===== config.mk =====
export PLATFORM = sky130hd
export DESIGN_NAME = muldiv_unit_flat
export DESIGN_NICKNAME = d
export VERILOG_FILES = /design/src/rtl/muldiv_unit_if.sv /design/src/rtl/muldiv_unit.sv /design/src/flat_wrapper.sv
export SDC_FILE = /design/constraint.sdc
export NUM_CORES = 1
export LEC_CHECK = 0
export CAP_MARGIN = 25
export CORE_UTILIZATION = 30
export DETAILED_ROUTE_END_ITERATION = 12
export HOLD_SLACK_MARGIN = 0.08
export SLEW_MARGIN = 20
export SYNTH_ARGS = -nofsm -noshare
export SYNTH_HDL_FRONTEND = slang
export SYNTH_SLANG_ARGS = --single-unit

===== constraint.sdc =====
create_clock -name clk -period 4 [get_ports clk]
set_input_delay 0.8 -clock clk [delete_from_list [all_inputs] [get_ports clk]]
set_output_delay 0.8 -clock clk [all_outputs]
set_load 0.005 [all_outputs]

===== src/rtl/muldiv_unit_if.sv =====
// muldiv_unit_if: request/response bundle of the RV32M multiply/divide unit.
// master drives start/funct3/op_a/op_b/rd_in; slave returns busy/done/result/rd_out/wb_enable.
interface muldiv_unit_if;
  logic        start;
  logic [2:0]  funct3;
  logic [31:0] op_a;
  logic [31:0] op_b;
  logic [4:0]  rd_in;
  logic        busy;
  logic        done;
  logic [31:0] result;
  logic [4:0]  rd_out;
  logic        wb_enable;

  modport master (
    output start, funct3, op_a, op_b, rd_in,
    input  busy, done, result, rd_out, wb_enable
  );

  modport slave (
    input  start, funct3, op_a, op_b, rd_in,
    output busy, done, result, rd_out, wb_enable
  );
endinterface


===== src/rtl/muldiv_unit.sv =====
// muldiv_unit: iterative RV32M mul/div (32 iterations, then sign fix), rst async active-low.
// Ports: clk, rst, m (muldiv_unit_if.slave). Option macro MULDIV_EARLY_OUT_EN: trivial ops skip to DONE.
module muldiv_unit #(
  parameter int XLEN       = 32,
  parameter int ITER_CNT_W = 6
) (
  input logic          clk,
  input logic          rst,
  muldiv_unit_if.slave m
);

  typedef enum logic [1:0] {
    IDLE,
    CALC,
    FIX,
    DONE
  } state_t;

  localparam logic [ITER_CNT_W-1:0] LAST = ITER_CNT_W'(XLEN - 1);

  state_t state_q, state_d;

  logic [ITER_CNT_W-1:0] cnt;
  logic [2:0]            f3_q;
  logic [XLEN-1:0]       a_q, b_q, mb;
  logic [4:0]            rd_c, rd_q;
  logic                  neg_q, neg_r;
  logic [2*XLEN-1:0]     prod;
  logic [XLEN-1:0]       rem, quo, res_q;

  logic            accept, early;
  logic [XLEN-1:0] early_val;

  // Divide-by-zero, signed overflow and zero multiplicand all have fixed answers.
  function automatic logic [32:0] trivial(
    input logic [2:0]  f,
    input logic [31:0] a,
    input logic [31:0] b
  );
    logic [32:0] r;
    r = '0;
    if (f[2]) begin
      if (b == '0)
        r = {1'b1, f[1] ? a : 32'hFFFF_FFFF};
      else if (!f[0] && a == 32'h8000_0000 && b == 32'hFFFF_FFFF)
        r = {1'b1, f[1] ? 32'h0 : 32'h8000_0000};
    end else if (a == '0 || b == '0) begin
      r = {1'b1, 32'h0};
    end
    return r;
  endfunction

  assign accept = m.start && (state_q == IDLE || state_q == DONE);

`ifdef MULDIV_EARLY_OUT_EN
  logic [32:0] trv_in;
  assign trv_in    = trivial(m.funct3, m.op_a, m.op_b);
  assign early     = accept && trv_in[32];
  assign early_val = trv_in[31:0];
`else
  assign early     = 1'b0;
  assign early_val = '0;
`endif

  // Operand signedness: MULH/MULHSU/DIV/REM treat a as signed; MUL/MULH/DIV/REM treat b as signed.
  logic            sa, sb, na, nb;
  logic [XLEN-1:0] abs_a, abs_b;

  always_comb begin
    sa = 1'b0;
    sb = 1'b0;
    unique case (m.funct3)
      3'd0:          sb = 1'b1;
      3'd1, 3'd4, 3'd6: begin
        sa = 1'b1;
        sb = 1'b1;
      end
      3'd2:          sa = 1'b1;
      default: ;
    endcase
  end

  assign na    = sa & m.op_a[XLEN-1];
  assign nb    = sb & m.op_b[XLEN-1];
  assign abs_a = na ? (~m.op_a + 1'b1) : m.op_a;
  assign abs_b = nb ? (~m.op_b + 1'b1) : m.op_b;

  // Shift-add step: add multiplicand into the high half, then shift right with carry.
  logic [XLEN:0]     sum;
  logic [2*XLEN-1:0] prod_nx;
  assign sum     = {1'b0, prod[2*XLEN-1:XLEN]} + (prod[0] ? {1'b0, mb} : '0);
  assign prod_nx = {sum, prod[XLEN-1:1]};

  // Restoring divide step on a 33-bit trial remainder.
  logic [XLEN:0] shl, trial;
  assign shl   = {rem, quo[XLEN-1]};
  assign trial = shl - {1'b0, mb};

  logic [2*XLEN-1:0] pfix;
  logic [XLEN-1:0]   qfix, rfix, fix_val;
  logic [32:0]       trv_fix;

  assign pfix    = neg_q ? (~prod + 1'b1) : prod;
  assign qfix    = neg_q ? (~quo + 1'b1) : quo;
  assign rfix    = neg_r ? (~rem + 1'b1) : rem;
  assign trv_fix = trivial(f3_q, a_q, b_q);

  always_comb begin
    fix_val = '0;
    if (trv_fix[32]) begin
      fix_val = trv_fix[31:0];
    end else begin
      unique case (f3_q)
        3'd0:             fix_val = pfix[XLEN-1:0];
        3'd1, 3'd2, 3'd3: fix_val = pfix[2*XLEN-1:XLEN];
        3'd4, 3'd5:       fix_val = qfix;
        default:          fix_val = rfix;
      endcase
    end
  end

  always_comb begin
    state_d = state_q;
    unique case (state_q)
      IDLE: if (accept) state_d = early ? DONE : CALC;
      CALC: if (cnt == LAST) state_d = FIX;
      FIX:  state_d = DONE;
      DONE: state_d = accept ? (early ? DONE : CALC) : IDLE;
      default: state_d = IDLE;
    endcase
  end

  always_ff @(posedge clk or negedge rst) begin
    if (!rst) begin
      state_q <= IDLE;
      cnt     <= '0;
      f3_q    <= '0;
      a_q     <= '0;
      b_q     <= '0;
      mb      <= '0;
      rd_c    <= '0;
      rd_q    <= '0;
      neg_q   <= 1'b0;
      neg_r   <= 1'b0;
      prod    <= '0;
      rem     <= '0;
      quo     <= '0;
      res_q   <= '0;
    end else begin
      state_q <= state_d;
      if (accept) begin
        f3_q  <= m.funct3;
        a_q   <= m.op_a;
        b_q   <= m.op_b;
        rd_c  <= m.rd_in;
        mb    <= abs_b;
        prod  <= {{XLEN{1'b0}}, abs_a};
        quo   <= abs_a;
        rem   <= '0;
        cnt   <= '0;
        neg_q <= na ^ nb;
        neg_r <= na;
        if (early) begin
          res_q <= early_val;
          rd_q  <= m.rd_in;
        end
      end else if (state_q == CALC) begin
        cnt <= cnt + 1'b1;
        if (f3_q[2]) begin
          rem <= trial[XLEN] ? shl[XLEN-1:0] : trial[XLEN-1:0];
          quo <= {quo[XLEN-2:0], ~trial[XLEN]};
        end else begin
          prod <= prod_nx;
        end
      end else if (state_q == FIX) begin
        res_q <= fix_val;
        rd_q  <= rd_c;
      end
    end
  end

  assign m.busy      = (state_q == CALC) || (state_q == FIX);
  assign m.done      = (state_q == DONE);
  assign m.result    = res_q;
  assign m.rd_out    = rd_q;
  assign m.wb_enable = m.done && (rd_q != '0);

endmodule


===== src/flat_wrapper.sv =====
// flat-port wrapper written by rule: the top's interface ports become plain ports
module muldiv_unit_flat 
#(
  parameter int XLEN       = 32,
  parameter int ITER_CNT_W = 6
)
  (clk, rst, m_start, m_funct3, m_op_a, m_op_b, m_rd_in, m_busy, m_done, m_result, m_rd_out, m_wb_enable);
  muldiv_unit_if m_i ();
  input logic clk;
  input logic rst;
  input wire logic [$bits(m_i.start)-1:0] m_start;
  input wire logic [$bits(m_i.funct3)-1:0] m_funct3;
  input wire logic [$bits(m_i.op_a)-1:0] m_op_a;
  input wire logic [$bits(m_i.op_b)-1:0] m_op_b;
  input wire logic [$bits(m_i.rd_in)-1:0] m_rd_in;
  output wire logic [$bits(m_i.busy)-1:0] m_busy;
  output wire logic [$bits(m_i.done)-1:0] m_done;
  output wire logic [$bits(m_i.result)-1:0] m_result;
  output wire logic [$bits(m_i.rd_out)-1:0] m_rd_out;
  output wire logic [$bits(m_i.wb_enable)-1:0] m_wb_enable;
  assign m_i.start = m_start;
  assign m_i.funct3 = m_funct3;
  assign m_i.op_a = m_op_a;
  assign m_i.op_b = m_op_b;
  assign m_i.rd_in = m_rd_in;
  assign m_busy = m_i.busy;
  assign m_done = m_i.done;
  assign m_result = m_i.result;
  assign m_rd_out = m_i.rd_out;
  assign m_wb_enable = m_i.wb_enable;
  muldiv_unit #(.XLEN(XLEN), .ITER_CNT_W(ITER_CNT_W)) u_core (.clk(clk), .rst(rst), .m(m_i));
endmodule

-- Word-level counts from Yosys, hierarchy flattened
Index checks and enable logic that the tools add are counted.
- memories: 0
- bits of input ports: 75
- RAM bits: 0
- ROM bits: 0
- latch bits: 0
- output and inout port bits: 40
- word-level logic and storage cells: 107
- register bits after elaboration: 279
- reduce and logical (&&, ||, !) cells: 24
- order comparisons: 0
- bitwise operators: 11
- multiplexer cells: 32
- add/sub/neg operators: 8
- shifts and indexed selects: 0
- eq/ne operators: 18
- multipliers: 0
- divide/modulo/power cells: 0
- operator list (cell ; count):
    32-bit 2-to-1 mux ; 15
    64-bit 2-to-1 mux ; 4
    33-bit 2-to-1 mux ; 4
    32-bit by 1-bit adder with 32-bit output, second input constant ; 4
    32-bit NOT ; 4
    32-bit case mux with 3 select lines ; 1
    64-bit by 1-bit adder with 64-bit output, second input constant ; 1
    32-bit equality test, second input constant ; 2
    32-bit logical NOT ; 2
    64-bit NOT ; 1
    32-bit by 33-bit adder with 33-bit output ; 1
    33-bit by 32-bit subtractor with 33-bit output ; 1
    3-bit equality test, second input constant ; 4
    6-bit 2-to-1 mux ; 2
    3-bit by 2-bit equality test with 1-bit output, second input constant ; 3
    2-bit case mux with 4 select lines ; 1
    4-bit OR reduction ; 2
    6-bit by 1-bit adder with 6-bit output, second input constant ; 1
    3-bit by 1-bit equality test with 1-bit output, second input constant ; 2
    6-bit by 5-bit equality test with 1-bit output, second input constant ; 1
    3-bit logical NOT ; 2
    2-bit AND reduction ; 3
    5-bit nonzero test ; 1
    2-bit equality test, second input constant ; 2
    other kinds (16) ; 29

-- Depth between registers and ports, before layout
Gate-level depths: netlist of the first run.
- word-level depth: 7
- depth in mapped cells: 14
- gate-level depth less buffers: 12

-- Worst setup path before layout of the first run
No wires, ideal clock.
- path type: register to register
- from: reg u_core.prod[0]
- to: reg u_core.prod[61]
- setup slack: 434 ps
- stages on the path, launching flop included: 14
- arrival: 3444 ps
- period minus slack after synthesis: 3566 ps
- path through: dfrtp_1 > inv_1 > clkbuf_1 > nor2_1 > ha_1 > and3_1 > a31o_2 > a311oi_1 > a211oi_1 > o211ai_1 > nand2_1 > a221o_1 > a311o_1 > a32o_1
- word-level cells in the longest chain between the ends: 5
- RTL lines (what ; line ; source):
    from (decl) ; muldiv_unit.sv:28 ; logic [2*XLEN-1:0] prod;
    from (signal assigned) ; muldiv_unit.sv:157 ; prod <= {{XLEN{1'b0}}, abs_a};
    from (signal assigned) ; muldiv_unit.sv:173 ; prod <= prod_nx;
    32-bit 2-to-1 mux ; muldiv_unit.sv:91 ; assign sum = {1'b0, prod[2*XLEN-1:XLEN]} + (prod[0] ? {1'b0, mb} : '0);
    32-bit by 33-bit adder with 33-bit output ; muldiv_unit.sv:91 ;
    64-bit 2-to-1 mux ; muldiv_unit.sv:169 ; if (f3_q[2]) begin
    64-bit 2-to-1 mux ; muldiv_unit.sv:167 ; end else if (state_q == CALC) begin
    64-bit 2-to-1 mux ; muldiv_unit.sv:151 ; if (accept) begin
No other way between the ends. The select of a mux whose other input is x is not followed.
A chain may end at the register's enable or synchronous reset.

-- Final worst setup path of the first run
- from: reg u_core.prod[5]
- to: reg u_core.res_q[29], in the netlist u_core.m.result[29]
- word-level cells in the longest chain between the ends: 5
- RTL lines (what ; line ; source):
    64-bit NOT ; muldiv_unit.sv:103 ; assign pfix = neg_q ? (~prod + 1'b1) : prod;
    64-bit by 1-bit adder with 64-bit output ; muldiv_unit.sv:103 ;
    64-bit 2-to-1 mux ; muldiv_unit.sv:103 ;
    32-bit case mux with 3 select lines ; muldiv_unit.sv:113 ; unique case (f3_q)
    32-bit 2-to-1 mux ; muldiv_unit.sv:110 ; if (trv_fix[32]) begin
    to (signal assigned) ; muldiv_unit.sv:164 ; res_q <= early_val;
    to (signal assigned) ; muldiv_unit.sv:176 ; res_q <= fix_val;
    to (decl) ; muldiv_unit.sv:29 ; logic [XLEN-1:0] rem, quo, res_q;
No other way between the ends.

==> results of run 1 <==
-- where the power goes --
| group | internal (uW) | leakage, uW | total (uW) | switching, uW |
|---|---|---|---|---|
| clock network | 1950 | 0.000573 | 3330 | 1380 |
| registers | 4120 | 0.00344 | 5880 | 1770 |
| logic | 4810 | 0.00603 | 12500 | 7700 |
| total | 10900 | 0.0100 | 21700 | 10800 |
-- repair_timing --
item,4_1_cts,5_1_grt
endpoints found under the hold margin,2,0
setup endpoints to repair,0,1
setup buffers,0,1
hold buffers,1,0
-- cell families after synthesis --
logic type | after synthesis | synth area share [%]
multiplexers | 24 | 1.26
AND/OR/NAND/NOR | 1005 | 22.8
adder cells (fa/ha/maj) | 77 | 4.84
buffers and inverters | 228 | 4.27
XOR/XNOR | 220 | 9.52
AO/OA/AOI/OAI | 732 | 22.9
flip-flops | 278 | 34.4
-- critical path, delay by kind of cell (launching register included) --
family	cells	cell delay [ns]
AND/OR/NAND/NOR	6	2.57
flip-flops	1	0.42
multiplexers	1	0.31
AO/OA/AOI/OAI	2	0.30
-- per-layer routing --
metal / up-vias / part of all wire, % / GRT usage, %
met5: - / 0 / 0
met4: 0 / 4.2 / 9.16
met3: 175 / 6.6 / 4.08
met2: 728 / 45 / 34.1
met1: 9726 / 44 / 29.9
li1: 9365 / - / -
-- metrics by stage --
step | total power [uW] | hold slack, ns
floorplan | 13600 | 0.440
global placement | 18200 | 0.457
detailed placement | 18100 | 0.462
CTS | 21600 | 0.477
global route | 23200 | 0.499
finish | 21700 | 0.475
-- state kept, by name (all words and copies together), names as in the netlist, 2 cells and up --
register	flops
u_core.a_q	32
u_core.cnt	6
u_core.state_q	2
u_core.mb	32
u_core.f3_q	3
u_core.rd_c	5
u_core.m.rd_out	5
u_core.quo	32
u_core.b_q	31
u_core.rem	32
u_core.prod	64
u_core.m.result	32
-- layout by cell type, fill, tap and decap left out, drive strengths merged, types with 6 or more instances in the layout --
cell           count
xnor2            120
o31ai             44
mux2i             16
clkbuf            44
ha                75
nand4             26
dfrtp            278
inv               77
o21bai             8
o22ai              8
o221ai            11
or4               25
o21a              23
and2              16
nor2             174
clkinv            11
xor2             100
nor2b             14
nand4b             6
clkdlybuf4s50    113
o31a               8
nor4              54
and3              13
or3               34
or2               15
a21o              26
o41ai             26
nand3             24
a21oi            136
a211oi            51
nand2b            10
nand2            505
o21ai            223
buf               88
o211ai            30
nor3              70
mux2               8
a31oi             82
-- path summary, 6_finish.rpt --
path                                       end  cells after the start            from
max reg2reg                u_core.m.result[29]                      9  u_core.prod[5]
min in group asynchronous      u_core.prod[40]                      2             rst
max in group asynchronous       u_core.a_q[25]                      3             rst
max                        u_core.m.result[29]                      9  u_core.prod[5]
min reg2reg                     u_core.rd_c[3]                      2  u_core.rd_c[3]
min                             u_core.rd_c[3]                      2  u_core.rd_c[3]
-- cell type report --
cell class / count / area (sq um) / area share, %
Multi-Input combinational cell: 2058 / 12500 / 52.2
Clock inverter: 15 / 209 / 0.876
Tap cell: 864 / 1080 / 4.53
Inverter: 77 / 289 / 1.21
Sequential cell: 278 / 6960 / 29.2
Clock buffer: 44 / 950 / 3.98
Timing Repair Buffer: 202 / 1910 / 8.01
==> flow_metrics.py, run 1 <==
metrics = {
    "floorplanning": {
        "die_w_microns": 262,
        "dieArea_sq_um": 68500,
        "core_area_sq_um": 66200,
        "rows": 94,
        "ios": 115,
        "dieHeight_microns": 262,
        "start_util_pct": 30.6,
    },
    "sta": {
        "relSlewSlack_pct": 41.7,
        "finClkSkew_ns": 0.0320,
        "setup_viol": 0,
        "worst_slew_pin_slew_ns": 0.866,
        "setup_ws_ns": 0.231,
        "fin_setup_tns_ns": 0,
        "finalMaxSlewViolations": 0,
        "hold_viol_final": 0,
        "finalCritPeriodShare_pct": 94.2,
        "period_needed_ns": 3.77,
        "fmax_mhz": 265,
        "rsz0062_at_grt": "false",
    },
    "yosys": {
        "synth-async-reset-ratio_pct": 100,
        "synth-seq-cells": 278,
        "syn-mean-instance-area_sq_um": 7.89,
        "synth.area.top_cells": "dfrtp_1, nand2_1, o21ai_0",
        "yosysWarnings": 0,
        "ys_types": 78,
        "yosys-top-cells-count": "nand2_1, dfrtp_1, o21ai_0",
        "synth_cells": 2564,
        "synth_area_leader_cell": "dfrtp_1",
        "synthesis.area_sq_um": 20200,
        "synth_most_common_cell": "nand2_1",
        "ys_seq_area_share_pct": 34.4,
        "synth_edf_count": 0,
        "synth_nets": 2716,
        "synthFlopType": "dfrtp_1",
        "synth_top_area_share_pct": 34.4,
    },
    "power": {
        "vdd_drop_max_uv": 785,
        "leakage_uw": 0.0100,
        "power_density_nw_per_um2": 911,
    },
    "placement": {
        "io_buffers": 114,
        "post-place-ws_ns": 0.296,
        "dp_hpwl_mm": 57.0,
        "placedInstanceArea_sq_um": 22700,
        "gp_congestion": 0.984,
        "dp.cells": 3477,
    },
    "final_layout": {
        "final_util_pct": 36.0,
        "final_cells": 3538,
        "final_nets": 2803,
        "nFillCells": 6872,
        "antennaDiodeCount": 0,
        "layout-drive-gt1-share_pct": 7.07,
        "syn_to_final_growth_pct": 17.9,
        "fin_area_sq_um": 23800,
    },
    "drt": {
        "vias": 19994,
        "drc": 0,
        "routed_wl_mm": 75.8,
        "routedWlPerCell_microns": 21.4,
        "dr.pass1.iters": 5,
        "ant_nets": 0,
        "vias_per_cell": 5.65,
        "drt_iter0_drc": 1849,
    },
    "critical_path": {
        "arrival_ns": 4.19,
        "start_kind": "register",
        "max_stage_delay_ns": 0.58,
        "worstPathCellList": "or4_4 -> nor4_2 -> nand2b_1 -> or3_1 -> or2_1 -> or4_4 -> mux2_4 -> a221oi_2 -> a21oi_1",
        "cp_common_cell": "or4_4",
        "end_kind": "register",
        "cp_slowest_cell": "or4_4",
        "crit_type": "reg2reg",
        "critPathMaxFanout": 8,
        "r2r_slack_ns": 0.23,
        "crit_required_ns": 4.42,
    },
    "clock_tree": {
        "root_buffer": "clkbuf_16",
        "ctsResizeCount": 0,
        "clkTransAtPathRegs_ns": 0.06,
        "cts_htree_levels": 2,
        "clk_path_buf_depth": 3,
        "clk_latency_ns": 0.58,
        "cts.sinks": 278,
        "cts_tree": "yes",
        "cts_made_buffers": 34,
    },
    "global_routing": {
        "grt_max_degree": 97,
        "antenna_found_initial": 1,
        "grt_pass1_vias": 19033,
        "grt-ovfl-total": 0,
        "groute.usage.overall_pct": 22.0,
        "grt_pass1_wl_mm": 116,
    },
    "outcome": {
        "outcome": "finished, final reports clean",
    },
    "hold_path": {
        "hp-class": "reg2reg",
    },
    "job": {
        "drv_cap": 0,
    },
}
Note: power is estimated with default switching activity, not from simulation.
==> run 2, diff against run 1 <==
--- a/config.mk
+++ b/config.mk
@@ -9,7 +9,7 @@
 export CORE_UTILIZATION = 30
 export DETAILED_ROUTE_END_ITERATION = 12
 export HOLD_SLACK_MARGIN = 0.08
-export SLEW_MARGIN = 20
+export SLEW_MARGIN = 40
 export SYNTH_ARGS = -nofsm -noshare
 export SYNTH_HDL_FRONTEND = slang
 export SYNTH_SLANG_ARGS = --single-unit
==> constraint.sdc (replaced) <==
create_clock -name clk -period 4 [get_ports clk]
set_input_delay 0.8 -clock clk [delete_from_list [all_inputs] [get_ports clk]]
set_output_delay 0.8 -clock clk [all_outputs]
set_load 0.05 [all_outputs]
==> run 2 against run 1 <==
Effect of this change:
- final cell count stayed put
- total power is 3.1% higher
- worst setup slack hardly changed
- critical path type unchanged
- wire length hardly changed
- die area stayed put
- critical endpoint unchanged
- clock power hardly changed
- combinational power is 6% higher
- critical path depth stayed put
- clock skew is 0.00055 ns lower
- first-iteration DRC count stayed put
- worst hold slack stayed put
==> flow_metrics.py, run 2 (synthesis results as in run 1) <==
metrics = {
    "critical_path": {
        "rr_endpoint": "u_core.m.result[29]",
        "critPathLaunch": "u_core.prod[5]",
        "cp.buffers_inverters": 0,
        "cp_top_family": "simple AND/OR/NAND/NOR gates",
        "worstPathCellList": "or4_4 -> nor4_2 -> nand2b_1 -> or3_1 -> or2_1 -> or4_4 -> mux2_4 -> a221oi_2 -> a21oi_1",
        "arrival_ns": 4.19,
        "crit_end": "u_core.m.result[29]",
        "r2r_cells": 9,
        "end_kind": "register",
        "critical_path_depth": 9,
        "start_kind": "register",
        "critPathMaxFanout": 8,
        "reg2reg_from": "u_core.prod[5]",
        "cp_slowest_cell": "or4_4",
        "max_stage_delay_ns": 0.58,
        "crit_required_ns": 4.42,
        "crit_type": "reg2reg",
        "cp_common_cell": "or4_4",
        "r2r_slack_ns": 0.23,
    },
    "floorplanning": {
        "die_w_microns": 262,
        "start_util_pct": 30.6,
        "ios": 115,
        "dieArea_sq_um": 68500,
        "core_area_sq_um": 66200,
        "dieHeight_microns": 262,
        "rows": 94,
    },
    "global_routing": {
        "grt_max_degree": 97,
        "grt_pass1_vias": 19033,
        "grt-ovfl-total": 0,
        "groute.usage.overall_pct": 22.0,
        "antenna_found_initial": 1,
        "grt_pass1_wl_mm": 116,
    },
    "drt": {
        "drt_iter0_drc": 1849,
        "ant_nets": 0,
        "vias_per_cell": 5.65,
        "wl_met3_mm": 5.06,
        "vias": 19996,
        "highest_layer": "met4",
        "wl_met2_mm": 34.1,
        "wl_met1_mm": 33.5,
        "drc": 0,
        "dr.pass1.iters": 5,
        "routedWlPerCell_microns": 21.4,
        "routed_wl_mm": 75.8,
    },
    "final_layout": {
        "syn_to_final_growth_pct": 17.9,
        "largest_reg_flops": 64,
        "regMostFlops": "u_core.prod",
        "antennaDiodeCount": 0,
        "layout_common_cells": "nand2_1, dfrtp_1, o21ai_0",
        "final_nets": 2803,
        "final_util_pct": 36.0,
        "final_common_cell": "nand2_1",
        "layout-drive-gt1-share_pct": 7.11,
    },
    "sta": {
        "worst_slew_pin_slew_ns": 0.866,
        "rsz0062_at_grt": "false",
        "fin_setup_tns_ns": 0,
        "hold_ws_ns": 0.475,
        "finClkSkew_ns": 0.0315,
        "setup_viol": 0,
        "relSlewSlack_pct": 41.7,
        "period_needed_ns": 3.77,
        "finalMaxSlewViolations": 0,
        "fmax_mhz": 265,
        "finalCritPeriodShare_pct": 94.2,
        "hold_viol_final": 0,
    },
    "power": {
        "power_density_nw_per_um2": 939,
        "leakage_uw": 0.0100,
        "vdd_drop_max_uv": 785,
    },
    "placement": {
        "dp_hpwl_mm": 57.0,
        "gp_congestion": 0.984,
        "io_buffers": 114,
    },
    "hold_path": {
        "hp-class": "reg2reg",
        "whs_path_depth": 2,
    },
    "clock_tree": {
        "cts.sinks": 278,
        "root_buffer": "clkbuf_16",
        "clkTransAtPathRegs_ns": 0.06,
        "cts_made_buffers": 34,
        "cts_htree_levels": 2,
        "cts_tree": "yes",
        "clk_path_buf_depth": 3,
        "ctsResizeCount": 0,
        "clk_latency_ns": 0.58,
    },
    "outcome": {
        "outcome": "finished, final reports clean",
    },
    "job": {
        "drv_cap": 0,
    },
}
## run 2: changes by cell type in the layout (fill, tap and decap cells not counted)
cell,previous run,this run
dfrtp_1,277,276
dfrtp_2,1,2
## run 2: where the power goes
part           switching (uW)  internal, uW
logic                    8380          4800
registers                1770          4120
clock network            1380          1950
## run 2: final cells by class
| class | count | area [sq um] |
|---|---|---|
| Fill cell | 6871 | 42400 |
| Multi-Input combinational cell | 2058 | 12500 |
| Sequential cell | 278 | 6960 |
| Timing Repair Buffer | 202 | 1910 |
| Tap cell | 864 | 1080 |
| Clock buffer | 44 | 950 |
| Inverter | 77 | 289 |
| Clock inverter | 15 | 209 |
## run 2: repair_timing
action	CTS	global route
hold buffers	1	0
endpoints found under the setup margin	0	1
buffers inserted	0	1
endpoints found under the hold margin	2	0
## run 2: worst reg2reg max path: stages (launching register included)
cell and delay, ns:
dfrtp_1 0.42, or4_4 0.58, nor4_2 0.33, nand2b_1 0.22
or3_1 0.56, or2_1 0.36, or4_4 0.52, mux2_4 0.31
a221oi_2 0.21, a21oi_1 0.09
## run 2: layer usage
layer	GRT usage, %	vias up
li1	-	9365
met1	29.9	9725
met2	34.1	731
met3	4.08	175
met4	9.16	0
met5	0	-
## run 2: worst min-delay path by stage
stage              startpoint             end  slack [ns]
6_report       u_core.rd_c[3]  u_core.rd_c[3]        0.47
3_3_place_gp   u_core.rd_c[1]  u_core.rd_c[1]        0.46
4_1_cts        u_core.rd_c[3]  u_core.rd_c[3]        0.48
2_1_floorplan  u_core.rd_c[0]  u_core.rd_c[0]        0.44
3_5_place_dp   u_core.rd_c[3]  u_core.rd_c[3]        0.46
5_1_grt        u_core.rd_c[2]  u_core.rd_c[2]        0.50
## run 2: metrics by stage
step | std cells | area [sq um] | power [uW] | worst slack (ns)
after CTS | 3537 | 23800 | 22200 | 0.254
after floorplan | 2564 | 20200 | 14200 | 0.434
after global placement | 3477 | 22700 | 18800 | 0.293
after global routing | 3538 | 23800 | 23800 | 0.0608
final | 3538 | 23800 | 22400 | 0.232
after detailed placement | 3477 | 22700 | 18800 | 0.296
==> run 3, diff against run 2 <==
--- a/config.mk
+++ b/config.mk
@@ -5,8 +5,10 @@
 export SDC_FILE = /design/constraint.sdc
 export NUM_CORES = 1
 export LEC_CHECK = 0
+export ABC_AREA = 1
 export CAP_MARGIN = 25
 export CORE_UTILIZATION = 30
+export CTS_CLUSTER_SIZE = 8
 export DETAILED_ROUTE_END_ITERATION = 12
 export HOLD_SLACK_MARGIN = 0.08
 export SLEW_MARGIN = 40
==> run 3 against run 2 <==
Effect of this change:
- wire length up 24%
- worst hold slack worse by 0.31 ns
- register-to-register slack better by 0.66 ns
- final cell count up 32%
- critical path depth up 3
- total power down 1.1%
- global-route usage up 2.0 points
- worst setup slack better by 0.66 ns
- sequential power down 4.6%
- highest routed layer is now met5
==> flow_metrics.py, run 3 <==
metrics = {
    "yosys": {
        "synth.area.top_cells": "dfrtp_1, nand2_1, nor2_1",
        "ys_types": 61,
        "synthesis.area_sq_um": 22700,
        "synth-seq-cells": 278,
        "ys_seq_area_share_pct": 30.7,
        "syn-mean-instance-area_sq_um": 6.25,
        "synth-async-reset-ratio_pct": 100,
        "synthFlopType": "dfrtp_1",
        "synth_top_area_share_pct": 30.7,
        "yosysWarnings": 0,
        "synth_nets": 3782,
        "synth_area_leader_cell": "dfrtp_1",
        "synth_edf_count": 0,
        "yosys-top-cells-count": "nand2_1, nor2_1, inv_1",
        "synth_cells": 3630,
        "synth_most_common_cell": "nand2_1",
    },
    "clock_tree": {
        "cts_made_buffers": 41,
        "cts.sinks": 278,
        "cts_htree_levels": 2,
        "clk_path_buf_depth": 3,
        "postCtsSetupBuffers": 0,
        "clkTransAtPathRegs_ns": 0.05,
        "ctsResizeCount": 0,
        "clk_latency_ns": 0.58,
        "holdBufCountCts": 0,
        "root_buffer": "clkbuf_16",
        "cts_tree": "yes",
    },
    "sta": {
        "finClkSkew_ns": 0.0307,
        "finalMaxSlewViolations": 0,
        "worst_slew_pin_slew_ns": 0.834,
        "rsz0062_at_grt": "false",
        "fmax_mhz": 322,
        "fin_setup_tns_ns": 0,
        "finalCritPeriodShare_pct": 77.7,
        "hold_viol_final": 0,
        "relSlewSlack_pct": 44.4,
        "setup_viol": 0,
        "period_needed_ns": 3.11,
    },
    "placement": {
        "gp_congestion": 1.00,
        "dp.cells": 4632,
        "io_buffers": 114,
        "dp_hpwl_mm": 74.6,
    },
    "outcome": {
        "outcome": "finished, final reports clean",
    },
    "critical_path": {
        "cp_slowest_cell": "dfrtp_1",
        "crit_required_ns": 4.42,
        "start_kind": "register",
        "rr_endpoint": "u_core.prod[52]",
        "arrival_ns": 3.53,
        "cp_common_cell": "o21ai_0",
        "max_stage_delay_ns": 0.81,
        "r2r_slack_ns": 0.89,
        "reg2reg_from": "u_core.prod[0]",
        "crit_type": "reg2reg",
        "worstPathCellList": "buf_4 -> nand2_1 -> inv_1 -> ha_1 -> a21oi_1 -> o21ai_0 -> a21oi_1 -> inv_1 -> nand2_1 -> nand3_1 -> o21ai_0 -> o21ai_0",
        "r2r_cells": 12,
        "critPathMaxFanout": 21,
        "end_kind": "register",
    },
    "floorplanning": {
        "dieArea_sq_um": 76700,
        "rows": 100,
        "start_util_pct": 30.4,
        "die_w_microns": 277,
        "core_area_sq_um": 74700,
        "ios": 115,
        "dieHeight_microns": 277,
    },
    "drt": {
        "dr.pass1.iters": 5,
        "vias": 24840,
        "routed_wl_mm": 93.7,
        "ant_nets": 0,
        "drc": 0,
        "drt_iter0_drc": 2437,
        "routedWlPerCell_microns": 20.0,
        "vias_per_cell": 5.30,
    },
    "global_routing": {
        "groute.usage.overall_pct": 24.0,
        "antenna_found_initial": 2,
        "grt-ovfl-total": 0,
        "grt_pass1_wl_mm": 143,
        "grt_pass1_vias": 23503,
        "grt_max_degree": 85,
    },
    "job": {
        "drv_cap": 0,
    },
    "final_layout": {
        "final_common_cell": "nand2_1",
        "nFillCells": 8178,
        "regMostFlops": "u_core.prod",
        "layout-drive-gt1-share_pct": 4.09,
        "final_nets": 3858,
        "layout_common_cells": "nand2_1, nor2_1, inv_1",
        "final_cells": 4683,
        "syn_to_final_growth_pct": 14.2,
        "largest_reg_flops": 64,
        "antennaDiodeCount": 0,
    },
    "power": {
        "power_density_nw_per_um2": 855,
        "leakage_uw": 0.0128,
        "vdd_drop_max_uv": 634,
    },
    "hold_path": {
        "hp-class": "in2async",
    },
}
==> run 3: cell count changes after synthesis, moves of 71 or more <==
| cell | delta |
|---|---|
| nand3_1 | +258 |
| xor2_1 | -81 |
| inv_1 | +366 |
| clkbuf_1 | -71 |
| a21oi_1 | +90 |
| nand2_1 | +491 |
| xnor2_1 | -102 |
| a31oi_1 | -79 |
| nor2_1 | +348 |
| o21ai_0 | +85 |
==> run 3: cell families (layout without fill, tap and decap cells) <==
| kind of cell | Yosys count | count (layout) | synth area share [%] |
|---|---|---|---|
| AO/OA/AOI/OAI | 685 | 685 | 16.9 |
| buffers and inverters | 566 | 650 | 9.82 |
| flip-flops | 278 | 278 | 30.7 |
| adder cells (fa/ha/maj) | 77 | 77 | 4.31 |
| AND/OR/NAND/NOR | 1987 | 1987 | 36.8 |
| XOR/XNOR | 37 | 37 | 1.43 |
==> run 3: worst max path at each step <==
stage | from | slack (ns) | depth (start not counted) | to
floorplan | u_core.prod[0] | 1.48 | 16 | u_core.prod[49]
global placement | m_funct3[1] | 0.43 | 8 | u_core.prod[2]
detailed placement | m_funct3[1] | 0.41 | 8 | u_core.prod[2]
CTS | u_core.prod[0] | 0.93 | 12 | u_core.prod[52]
global route | u_core.prod[0] | 0.64 | 11 | u_core.prod[61]
finish | u_core.prod[0] | 0.89 | 12 | u_core.prod[52]
==> run 3: stage by stage <==
step | util (%) | cell area [sq um] | power [uW] | worst slack, ns | hold WS (ns)
2_1_floorplan | - | 22700 | 13800 | 1.48 | 0.449
3_3_place_gp | 33.2 | 24800 | 18600 | 0.425 | 0.464
3_5_place_dp | 33.2 | 24800 | 18600 | 0.406 | 0.466
4_1_cts | 34.7 | 25900 | 21900 | 0.931 | 0.193
5_1_grt | 34.7 | 25900 | 23700 | 0.641 | 0.210
6_report | 34.7 | 25900 | 22100 | 0.891 | 0.167
==> run 3: worst max-delay path, delay by kind of cell, from the launching register on <==
| kind | cells | cell delay [ns] |
|---|---|---|
| AOI/OAI and AO/OA | 5 | 1.15 |
| DFF | 1 | 0.81 |
| buffers and inverters | 3 | 0.47 |
| and+or+nand+nor | 3 | 0.23 |
| adders and majority gates | 1 | 0.28 |
==> run 3: area by class of cell <==
cell class / instances / area, sq um / share of cell area (%)
Sequential cell: 278 / 6960 / 26.9
Inverter: 451 / 1690 / 6.54
Clock buffer: 48 / 1060 / 4.10
Multi-Input combinational cell: 2786 / 13500 / 52.2
Timing Repair Buffer: 148 / 1440 / 5.55
Clock inverter: 3 / 22.5 / 0.0869
Tap cell: 969 / 1210 / 4.68
==> run 3: routing by layer <==
layer / wire (microns) / share of wire, % / GRT usage, % / vias to the layer above
met4: 3360 / 3.6 / 8.36 / 4
li1: - / - / - / 12015
met2: 40800 / 44 / 37.1 / 977
met1: 41900 / 45 / 33.5 / 11690
met5: 25 / 0.027 / 0 / -
met3: 7600 / 8.1 / 4.03 / 154
==> run 3: power breakdown <==
part           internal, uW  switching [uW]
logic                  3850            9500
registers              4030            1590
clock network          1840            1340
total                  9720           12400
